<file path="config.mk">
export PLATFORM = sky130hd
export DESIGN_NAME = sig_misr_core
export DESIGN_NICKNAME = d
export VERILOG_FILES = /design/src/rtl/bist_sig_checker_pkg.sv /design/src/rtl/bist_sig_checker_misr.sv
export SDC_FILE = /design/constraint.sdc
export NUM_CORES = 1
export LEC_CHECK = 0
export ABC_CLOCK_PERIOD_IN_PS = 1100
export BUFFER_PORTS_ARGS = -buffer_cell sky130_fd_sc_hd__buf_4
export CAP_MARGIN = 25
export CORE_AREA = 4 4 41 43
export CTS_BUF_LIST = sky130_fd_sc_hd__clkbuf_8
export DETAILED_ROUTE_END_ITERATION = 10
export DIE_AREA = 0 0 45 47
export HOLD_SLACK_MARGIN = 0.03
export PLACE_DENSITY_LB_ADDON = 0.05
export SYNTH_ARGS = -nofsm -noshare
export SYNTH_HDL_FRONTEND = slang
export SYNTH_SLANG_ARGS = --single-unit
</file>
<file path="constraint.sdc">
create_clock -name clk -period 1.1 [get_ports clk]
set_input_delay 0.165 -clock clk [delete_from_list [all_inputs] [get_ports clk]]
set_output_delay 0.165 -clock clk [all_outputs]
set_load 0.01 [all_outputs]
</file>
<file path="src/rtl/bist_sig_checker_pkg.sv">
// bist_pkg: shared definitions for the s298 BIST response checker.
//   state_t       - verdict FSM states
//   S298_*        - default response width, MISR taps and seed for s298
//   cnt_width()   - counter width able to hold 0..test_count
package bist_pkg;

  typedef enum logic [1:0] {
    IDLE  = 2'd0,
    RUN   = 2'd1,
    CHECK = 2'd2,
    DONE  = 2'd3
  } state_t;

  localparam int         S298_WIDTH = 6;
  localparam logic [5:0] S298_POLY  = 6'b000010;  // x^6 + x + 1
  localparam logic [5:0] S298_SEED  = 6'b000000;

  // Width needed to count from 0 up to and including test_count.
  function automatic int cnt_width(input int test_count);
    return $clog2(test_count + 1);
  endfunction

endpackage

</file>
<file path="src/rtl/bist_sig_checker_misr.sv">
// sig_misr_core: multiple-input signature register.
//   clk   - clock, state on rising edge
//   reset - asynchronous active-low reset, loads SEED
//   clear - synchronous reload of SEED
//   en    - fold din into the signature this cycle
//   din   - response vector to compact
//   sig   - current signature (registered)
// The feedback tap set is POLY; bit 0 always receives the MSB.
module sig_misr_core
  import bist_pkg::*;
#(
  parameter int               WIDTH = S298_WIDTH,
  parameter logic [WIDTH-1:0] POLY  = WIDTH'(S298_POLY),
  parameter logic [WIDTH-1:0] SEED  = WIDTH'(S298_SEED)
) (
  input  logic             clk,
  input  logic             reset,
  input  logic             clear,
  input  logic             en,
  input  logic [WIDTH-1:0] din,
  output logic [WIDTH-1:0] sig
);

  logic [WIDTH-1:0] next_s;

  // Next signature: shift up, fold in the response, feed the MSB back on taps.
  always_comb begin
    next_s    = din ^ {sig[WIDTH-2:0], 1'b0} ^ (POLY & {WIDTH{sig[WIDTH-1]}});
    // bit 0 takes the MSB unconditionally, independent of POLY[0]
    next_s[0] = din[0] ^ sig[WIDTH-1];
  end

  // Signature register with seed reload.
  always_ff @(posedge clk or negedge reset) begin
    if (!reset) begin
      sig <= SEED;
    end else if (clear) begin
      sig <= SEED;
    end else if (en) begin
      sig <= next_s;
    end else begin
      sig <= sig;
    end
  end

endmodule

</file>
==> results of run 1 <==
-- power by group through the flow --
stage	logic (mW)	clock network (mW)	registers [mW]
after floorplan	0.0611	0	0.270
after global placement	0.139	0	0.263
after detailed placement	0.140	0	0.264
after CTS	0.144	0.336	0.262
after global routing	0.161	0.349	0.264
final	0.146	0.321	0.260
-- cells by family after synthesis --
kind of cell / after synthesis
and+or+nand+nor: 6
muxes: 1
DFF: 6
AOI/OAI and AO/OA: 5
buffers and inverters: 1
xor gates and xnor gates: 6
-- timing repair --
| item | CTS | global route |
|---|---|---|
| gates resized for setup | 0 | 0 |
| hold buffers | 1 | 0 |
| setup buffers | 0 | 1 |
| endpoints found under the setup margin | 0 | 1 |
| endpoints found under the hold margin | 6 | 0 |
-- layout make-up --
type | count | area [sq um] | share of cell area (%)
multi-input cells | 18 | 138 | 28.8
repair buffers | 17 | 130 | 27.2
clock buffers | 3 | 41.3 | 8.64
flip-flops and latches | 6 | 150 | 31.4
well taps | 15 | 18.8 | 3.93
-- critical path: cells and delay by family (launching register included) --
family                    cells  cell delay [ns]
xor gates and xnor gates      1             0.39
DFF                           1             0.34
muxes                         1             0.15
and+or+nand+nor               1             0.05
-- per-layer routing --
metal | global-route usage [%] | up-vias | routed length [um] | part of all wire, %
met3 | 2.30 | 0 | 63 | 9.2
met4 | 5.26 | 0 | 0 | 0
met2 | 11.3 | 10 | 341 | 50
met1 | 10.5 | 121 | 279 | 41
met5 | 0 | - | 0 | 0
li1 | - | 125 | - | -
-- synth_stat cells, drive strengths merged --
library cell  number
dfrtp              6
xor3               1
a211oi             5
mux2i              1
nor2               6
buf                1
xnor2              5
-- final timing paths --
path	startpoint	to	slack [ns]	cells after the start
max	sig[0]$_DFFE_PN0P_	sig[1]$_DFFE_PN0P_	0.05	3
min	clear	sig[4]$_DFFE_PN0P_	0.15	2
max reg2reg	sig[0]$_DFFE_PN0P_	sig[1]$_DFFE_PN0P_	0.05	3
min reg2reg	sig[1]$_DFFE_PN0P_	sig[1]$_DFFE_PN0P_	0.59	2
max in group asynchronous	reset	sig[2]$_DFFE_PN0P_	0.69	2
min in group asynchronous	reset	sig[0]$_DFFE_PN0P_	0.29	2
-- stage by stage --
stage          instances  util [%]
5_1_grt               59      36.7
3_3_place_gp          54      32.2
3_5_place_dp          54      32.2
6_report              59      36.7
4_1_cts               58      36.2
2_1_floorplan         25         -
==> impl_metrics.tcl, run 1 <==
set metrics [dict create \
    post_synthesis_instance_area_sq_um 293 \
    largest_registers "sig x6" \
    first_pass_iters 2 \
    post-route-worst-setup-slack_ns 0.0509 \
    mostFrequentLayoutCells "16 x buf_4, 6 x nor2_1, 6 x dfrtp_1" \
    finalClockSkew_ns 0.000267 \
    timing.slew.headroom_pct 86.9 \
    fp.dieH_um 47 \
    synth_top_cell_by_area "dfrtp_1" \
    cp-end-kind "register" \
    portBuffers 15 \
    cp_cell_sequence "xor3_1 > mux2i_1 > nor2_1" \
    power.switching_mw 0.161 \
    cts_tree "done" \
    largest-register "sig" \
    p_comb_share_pct 20.1 \
    critical_path_arrival_ns 1.15 \
    post_synth.cell_area_avg_sq_um 11.7 \
    detail-route-antenna-nets 0 \
    drc 0 \
    setup_viol 0 \
    power_mw 0.728 \
    ios 16 \
    die_outline_area_sq_um 2120 \
    simple_gate_share_of_the_synthesized_area_pct 7.69 \
    nFillCells 145 \
    critical-path-max-stage-delay_ns 0.39 \
    gr-usage-all-layers_pct 7.96 \
    routed-via-count 256 \
    most_frequent_standard_cell_in_the_layout_excluding_fill_and_tap_cells "buf_4" \
    initial_antenna_violation_count 0 \
    hold_path_class "in -> reg" \
    maximum_number_of_pins_on_one_net_before_global_route_repair 12 \
    achievable-frequency_mhz 953 \
    post_placement_worst_setup_slack_ns 0.0296 \
    yosys-mux-area-fraction_pct 3.42 \
    power.sequential.fraction_pct 35.7 \
    first_global_vias 273 \
    power_density_of_the_placed_cells_nw_per_um2 1520 \
    combinational_family_with_the_most_area_after_synthesis "XOR/XNOR gates" \
    postLayoutCellArea_sq_um 478 \
    xor_xnor_share_of_the_synthesized_area_pct 23.1 \
    synth.ff_latch_count 6 \
    synth_compound_area_share_pct 12.8 \
    flow.area_growth_from_synthesis_pct 63.2 \
    vias_per_instance 4.34 \
    power.share.switching_pct 22.2 \
    final_period_minus_worst_setup_slack_ns 1.05 \
    maximum_clock_path_buffer_count 2 \
    clock_sink_count 6 \
    intPower_mw 0.567 \
    largest_register_ff_count 6 \
    grt_first_pass_wirelength_um 1170 \
    initial_utilization_pct 22.5 \
    synth_warnings 0 \
    die_w_um 45 \
    power_leakage_nw 0.231 \
    global_route.overflow_total 0 \
    timing_hold_violations_final 0 \
    timing.critical_path.fanout_max 2 \
    finalCritPeriodShare_pct 95.4 \
    totalNegativeSetupSlack_ns 0 \
    fp-row-count 13 \
    drt_wl_total_um 684 \
    clock_network_fraction_of_design_power_pct 44.1 \
    synth.distinct_cells 7 \
    critical_path_required_ns 1.20 \
    num-nets-final 56 \
    cts_made_buffers 3 \
    post_drt_wl_per_cell_um 11.6 \
    grt_setup_unrepaired "true" \
    worst_hold_slack_ns 0.155 \
    count_of_pins_over_their_slew_limit 0 \
    synth_largest_type_area_fraction_pct 51.3 \
    critPathLaunchType "register" \
    critical_path_s_slowest_cell "xor3_1" \
    status "completed" \
    initialDrtViolationCount 2 \
    critical_path_class "reg -> reg" \
    place_area_sq_um 419 \
    syn-num-nets 35 \
    maxCapViolations 0 \
    synth_top_cells_by_area "dfrtp_1 51%, xnor2_1 15%, a211oi_1 13%, xor3_1 8.1%, nor2_1 7.7%" \
    antenna_cells 0 \
    postSynthCellCount 25 \
    drive_above_1_share_pct 43.2 \
    synth_fa_ha_area_share_pct 0 \
    gp_congestion 0.683 \
    worst_skew_pair.late_latency_ns 0.22 \
    clk_pin_slew_ns 0.04 \
    timing_worst_slew_pin_value_ns 0.195 \
    hpwl_um 529 \
    ir_drop_v 0.000576 \
    cts_root_buf "clkbuf_8" \
    synth_seq_area_share_pct 51.3 \
    ctsHtreeMaxLevel 1 \
    design.core.area_sq_um 1300 \
]
No activity file was read; power rests on OpenSTA's default activity.
==> run 2: changes to the inputs <==
PLACE_DENSITY_LB_ADDON = unset   (was 0.05)
==> impl_metrics.tcl, run 2 (synthesis gave the netlist of run 1 again) <==
set metrics [dict create \
    routed-via-count 258 \
    largest-register "sig" \
    first_pass_iters 2 \
    maximum_clock_path_buffer_count 2 \
    ctsHtreeMaxLevel 1 \
    gp_congestion 0.624 \
    ios 16 \
    grt_first_pass_wirelength_um 1250 \
    largest_register_ff_count 6 \
    cpLargestDelayFamily "XOR/XNOR gates" \
    die_outline_area_sq_um 2120 \
    finalClockSkew_ns 0.00447 \
    fp-row-count 13 \
    maximum_number_of_pins_on_one_net_before_global_route_repair 12 \
    cts_root_buf "clkbuf_8" \
    critical_path_class "reg -> reg" \
    critical_path_arrival_ns 1.15 \
    cp_cell_sequence "xor3_1 > mux2i_1 > nor2_1" \
    most_frequent_standard_cell_in_the_layout_excluding_fill_and_tap_cells "buf_4" \
    power_mw 0.737 \
    drc 0 \
    achievable-frequency_mhz 965 \
    worst_hold_slack_ns 0.139 \
    clk_pin_slew_ns 0.04 \
    hpwl_um 536 \
    detail-route-antenna-nets 0 \
    timing.critical_path.fanout_max 2 \
    finalCritPeriodShare_pct 94.2 \
    critPathLaunchType "register" \
    design.core.area_sq_um 1300 \
    nFillCells 141 \
    critical_path_required_ns 1.21 \
    hold_path_class "in -> reg" \
    largest_registers "sig x6" \
    cts_tree "done" \
    initial_antenna_violation_count 0 \
    ir_drop_v 0.000515 \
    gr-usage-all-layers_pct 9.16 \
    cp-end-kind "register" \
    worst_skew_pair.late_latency_ns 0.22 \
    maxCapViolations 0 \
    vias_per_instance 4.30 \
    timing_worst_slew_pin_value_ns 0.224 \
    final_period_minus_worst_setup_slack_ns 1.04 \
    fp.dieH_um 47 \
    portBuffers 15 \
    initialDrtViolationCount 2 \
    drive_above_1_share_pct 44.4 \
    critical-path-max-stage-delay_ns 0.40 \
    crit_path_buf_inv_count 0 \
    global_route.overflow_total 0 \
    mostFrequentLayoutCells "17 x buf_4, 6 x nor2_1, 6 x dfrtp_1" \
    flow.area_growth_from_synthesis_pct 65.8 \
    status "completed" \
    num-nets-final 57 \
    count_of_pins_over_their_slew_limit 0 \
    critical_path_s_slowest_cell "xor3_1" \
    power_density_of_the_placed_cells_nw_per_um2 1520 \
    drt_wl_total_um 690 \
    first_global_vias 278 \
    clock_sink_count 6 \
    initial_utilization_pct 22.5 \
    post_drt_wl_per_cell_um 11.5 \
    final_cell_count_without_fillers 60 \
    dpl.cell_count 54 \
    setup_viol 0 \
    cts_made_buffers 3 \
    power_leakage_nw 0.236 \
    antenna_cells 0 \
    timing.slew.headroom_pct 85.0 \
    die_w_um 45 \
    timing_hold_violations_final 0 \
]
-- run 2: changes by cell type in the layout (fill, tap and decap cells not counted), sizes merged --
cell	change
buf	+1
-- run 2: layout make-up --
type / instances / area (sq um) / share of cell area (%)
flip-flops and latches: 6 / 150 / 30.9
multi-input cells: 18 / 138 / 28.4
repair buffers: 18 / 138 / 28.4
clock buffers: 3 / 41.3 / 8.51
well taps: 15 / 18.8 / 3.87
-- run 2: where the power goes --
part / switching (mW) / internal (mW) / total (mW)
clock: 0.0912 / 0.235 / 0.326
combinational: 0.0584 / 0.0947 / 0.153
sequential: 0.0170 / 0.241 / 0.258
-- run 2: repair_timing --
item,CTS,global route
hold buffers,1,0
endpoints found under the hold margin,6,0
resized for setup,0,0
setup buffers,0,2
setup endpoints to repair,0,1
-- run 2: worst paths after layout --
path	startpoint	endpoint	slack, ns	cells after the start
hold reg to reg	sig[4]$_DFFE_PN0P_	sig[4]$_DFFE_PN0P_	0.58	2
max in group asynchronous	reset	sig[0]$_DFFE_PN0P_	0.67	2
setup / recovery	sig[5]$_DFFE_PN0P_	sig[1]$_DFFE_PN0P_	0.06	3
min in group asynchronous	reset	sig[1]$_DFFE_PN0P_	0.31	2
hold / removal	clear	sig[1]$_DFFE_PN0P_	0.14	2
setup reg to reg	sig[5]$_DFFE_PN0P_	sig[1]$_DFFE_PN0P_	0.06	3
-- run 2: metrics by stage --
step | worst slack [ns] | cell area, sq um | util [%] | setup TNS, ns
floorplan | 0.0159 | 293 | - | 0
global placement | 0.0586 | 419 | 32.2 | 0
detailed placement | 0.0119 | 419 | 32.2 | 0
CTS | 0.0152 | 470 | 36.2 | 0
global route | -0.00170 | 485 | 37.3 | -0.00170
finish | 0.0633 | 485 | 37.3 | 0
-- run 2: per-layer routing --
metal	vias to the layer above	routed length [um]	share of wire [%]	GRT usage, %
met1	115	293	42	11.0
met4	0	0	0	8.77
li1	127	-	-	-
met5	-	0	0	0
met2	16	280	41	11.6
met3	0	115	17	4.60
-- run 2: worst reg2reg max path, stage by stage (launching register included) --
cell and delay [ns]:
dfrtp_1 0.34, xor3_1 0.40, mux2i_1 0.13, nor2_1 0.06
==> run 3: changes to the inputs <==
ABC_CLOCK_PERIOD_IN_PS = unset   (was 1100)
CAP_MARGIN = 20   (was 25)
REMOVE_ABC_BUFFERS = 1   (was unset)
==> impl_metrics.tcl, run 3 (synthesis gave the netlist of run 1 again) <==
set metrics [dict create \
    maxCapViolations 0 \
    grt_setup_unrepaired "true" \
    timing_worst_slew_pin_value_ns 0.198 \
    critical-path-max-stage-delay_ns 0.41 \
    status "completed" \
    antenna_cells 0 \
    power_leakage_nw 0.231 \
    post_placement_worst_setup_slack_ns 0.00584 \
    cpLargestDelayFamily "XOR/XNOR gates" \
    cp-end-kind "register" \
    initial_utilization_pct 22.5 \
    ios 16 \
    fp.dieH_um 47 \
    ctsHtreeMaxLevel 1 \
    first_global_vias 271 \
    postCtsResizedCells 0 \
    die_outline_area_sq_um 2120 \
    timing.critical_path.fanout_max 2 \
    cts_root_buf "clkbuf_8" \
    detail-route-antenna-nets 0 \
    timing.slew.headroom_pct 86.7 \
    initialDrtViolationCount 2 \
    fp-row-count 13 \
    cp_cell_sequence "xor3_1 > mux2i_1 > nor2_1" \
    drive_above_1_share_pct 43.2 \
    gr-usage-all-layers_pct 8.29 \
    die_w_um 45 \
    largest_register_ff_count 6 \
    worstHoldEndpoint "sig[2]$_DFFE_PN0P_" \
    cts_made_buffers 3 \
    mostFrequentLayoutCells "16 x buf_4, 6 x nor2_1, 6 x dfrtp_1" \
    worst_min_delay_path_startpoint "clear" \
    critical_path_s_slowest_cell "xor3_1" \
    hold_depth 2 \
    count_of_pins_over_their_slew_limit 0 \
    timing.reg2reg.setup_slack_ns 0.05 \
    most_frequent_standard_cell_in_the_layout_excluding_fill_and_tap_cells "buf_4" \
    critPathLaunchType "register" \
    totalNegativeSetupSlack_ns 0 \
    post-route-worst-setup-slack_ns 0.0474 \
    maximum_number_of_pins_on_one_net_before_global_route_repair 12 \
    power_density_of_the_placed_cells_nw_per_um2 1530 \
    grt_first_pass_wirelength_um 1190 \
    power_mw 0.732 \
    post_drt_wl_per_cell_um 11.5 \
    worstRegToRegCells 3 \
    global_route.overflow_total 0 \
    first_pass_iters 2 \
    largest-register "sig" \
    final_cell_count_without_fillers 59 \
    portBuffers 15 \
    timing_hold_violations_final 0 \
    achievable-frequency_mhz 950 \
    final_period_minus_worst_setup_slack_ns 1.05 \
    cts_tree "done" \
    worstReg2RegEnd "sig[1]$_DFFE_PN0P_" \
    dpl.cell_count 54 \
    maximum_clock_path_buffer_count 2 \
    drc 0 \
    design.core.area_sq_um 1300 \
    gp_congestion 0.670 \
    critical_path_class "reg -> reg" \
    drt_wl_total_um 679 \
    clock_sink_count 6 \
    vias_per_instance 4.17 \
    clk_pin_slew_ns 0.04 \
    setup_viol 0 \
    num-nets-final 56 \
    finalCritPeriodShare_pct 95.7 \
    flow.area_growth_from_synthesis_pct 63.2 \
    layout.core_utilization_pct 36.7 \
    ir_drop_v 0.000493 \
    crit_path_buf_inv_count 0 \
    finalClockSkew_ns 0.00230 \
    worst_skew_pair.late_latency_ns 0.22 \
    regToRegStartpoint "sig[0]$_DFFE_PN0P_" \
    largest_registers "sig x6" \
    initial_antenna_violation_count 0 \
    critical_path_required_ns 1.21 \
    hold_path_class "in -> reg" \
    routed-via-count 246 \
    critical_path_arrival_ns 1.16 \
]
[run 3: cell count changes in the layout (fill, tap and decap cells not counted)]
cell | before | now
buf_4 | 17 | 16
[run 3: per-stage QoR]
| step | cell area, sq um | hold WS [ns] |
|---|---|---|
| 3_5_place_dp | 419 | -0.0211 |
| 3_3_place_gp | 419 | -0.0234 |
| 2_1_floorplan | 288 | -0.131 |
| 5_1_grt | 478 | 0.160 |
| 4_1_cts | 478 | 0.148 |
| 6_report | 478 | 0.152 |
[run 3: area by class of cell]
type                       instances  area [sq um]
fill                             142           823
sequential                         6           150
multi-input combinational         18           138
timing repair buffer              17           130
clock buffer                       3          41.3
tap                               15          18.8
[run 3: repair_timing]
action	in CTS	in global routing
hold endpoints to repair	6	0
hold buffers	1	0
buffers inserted	1	0
setup endpoints to repair	1	1
[run 3: per-layer routing]
metal | up-vias | GRT usage, % | part of all wire [%]
met5 | - | 0 | 0
met2 | 16 | 10.7 | 37
li1 | 126 | - | -
met4 | 0 | 5.26 | 0
met3 | 0 | 4.21 | 14
met1 | 104 | 10.7 | 49
[run 3: power by group]
group | total [mW] | switching [mW] | internal (mW)
Clock | 0.325 | 0.0899 | 0.235
Sequential | 0.261 | 0.0196 | 0.241
Combinational | 0.147 | 0.0558 | 0.0908
[run 3: how the worst max path moves through the flow]
| stage | from | end | slack [ns] | depth (start not counted) |
|---|---|---|---|---|
| finish | sig[0]$_DFFE_PN0P_ | sig[1]$_DFFE_PN0P_ | 0.05 | 3 |
| global placement | sig[0]$_DFFE_PN0P_ | sig[1]$_DFFE_PN0P_ | 0.06 | 3 |
| floorplan | sig[0]$_DFFE_PN0P_ | sig[1]$_DFFE_PN0P_ | 0.02 | 3 |
| global route | sig[0]$_DFFE_PN0P_ | sig[1]$_DFFE_PN0P_ | -0.03 | 3 |
| CTS | sig[0]$_DFFE_PN0P_ | sig[1]$_DFFE_PN0P_ | 0.02 | 3 |
| detailed placement | sig[0]$_DFFE_PN0P_ | sig[1]$_DFFE_PN0P_ | 0.006 | 3 |
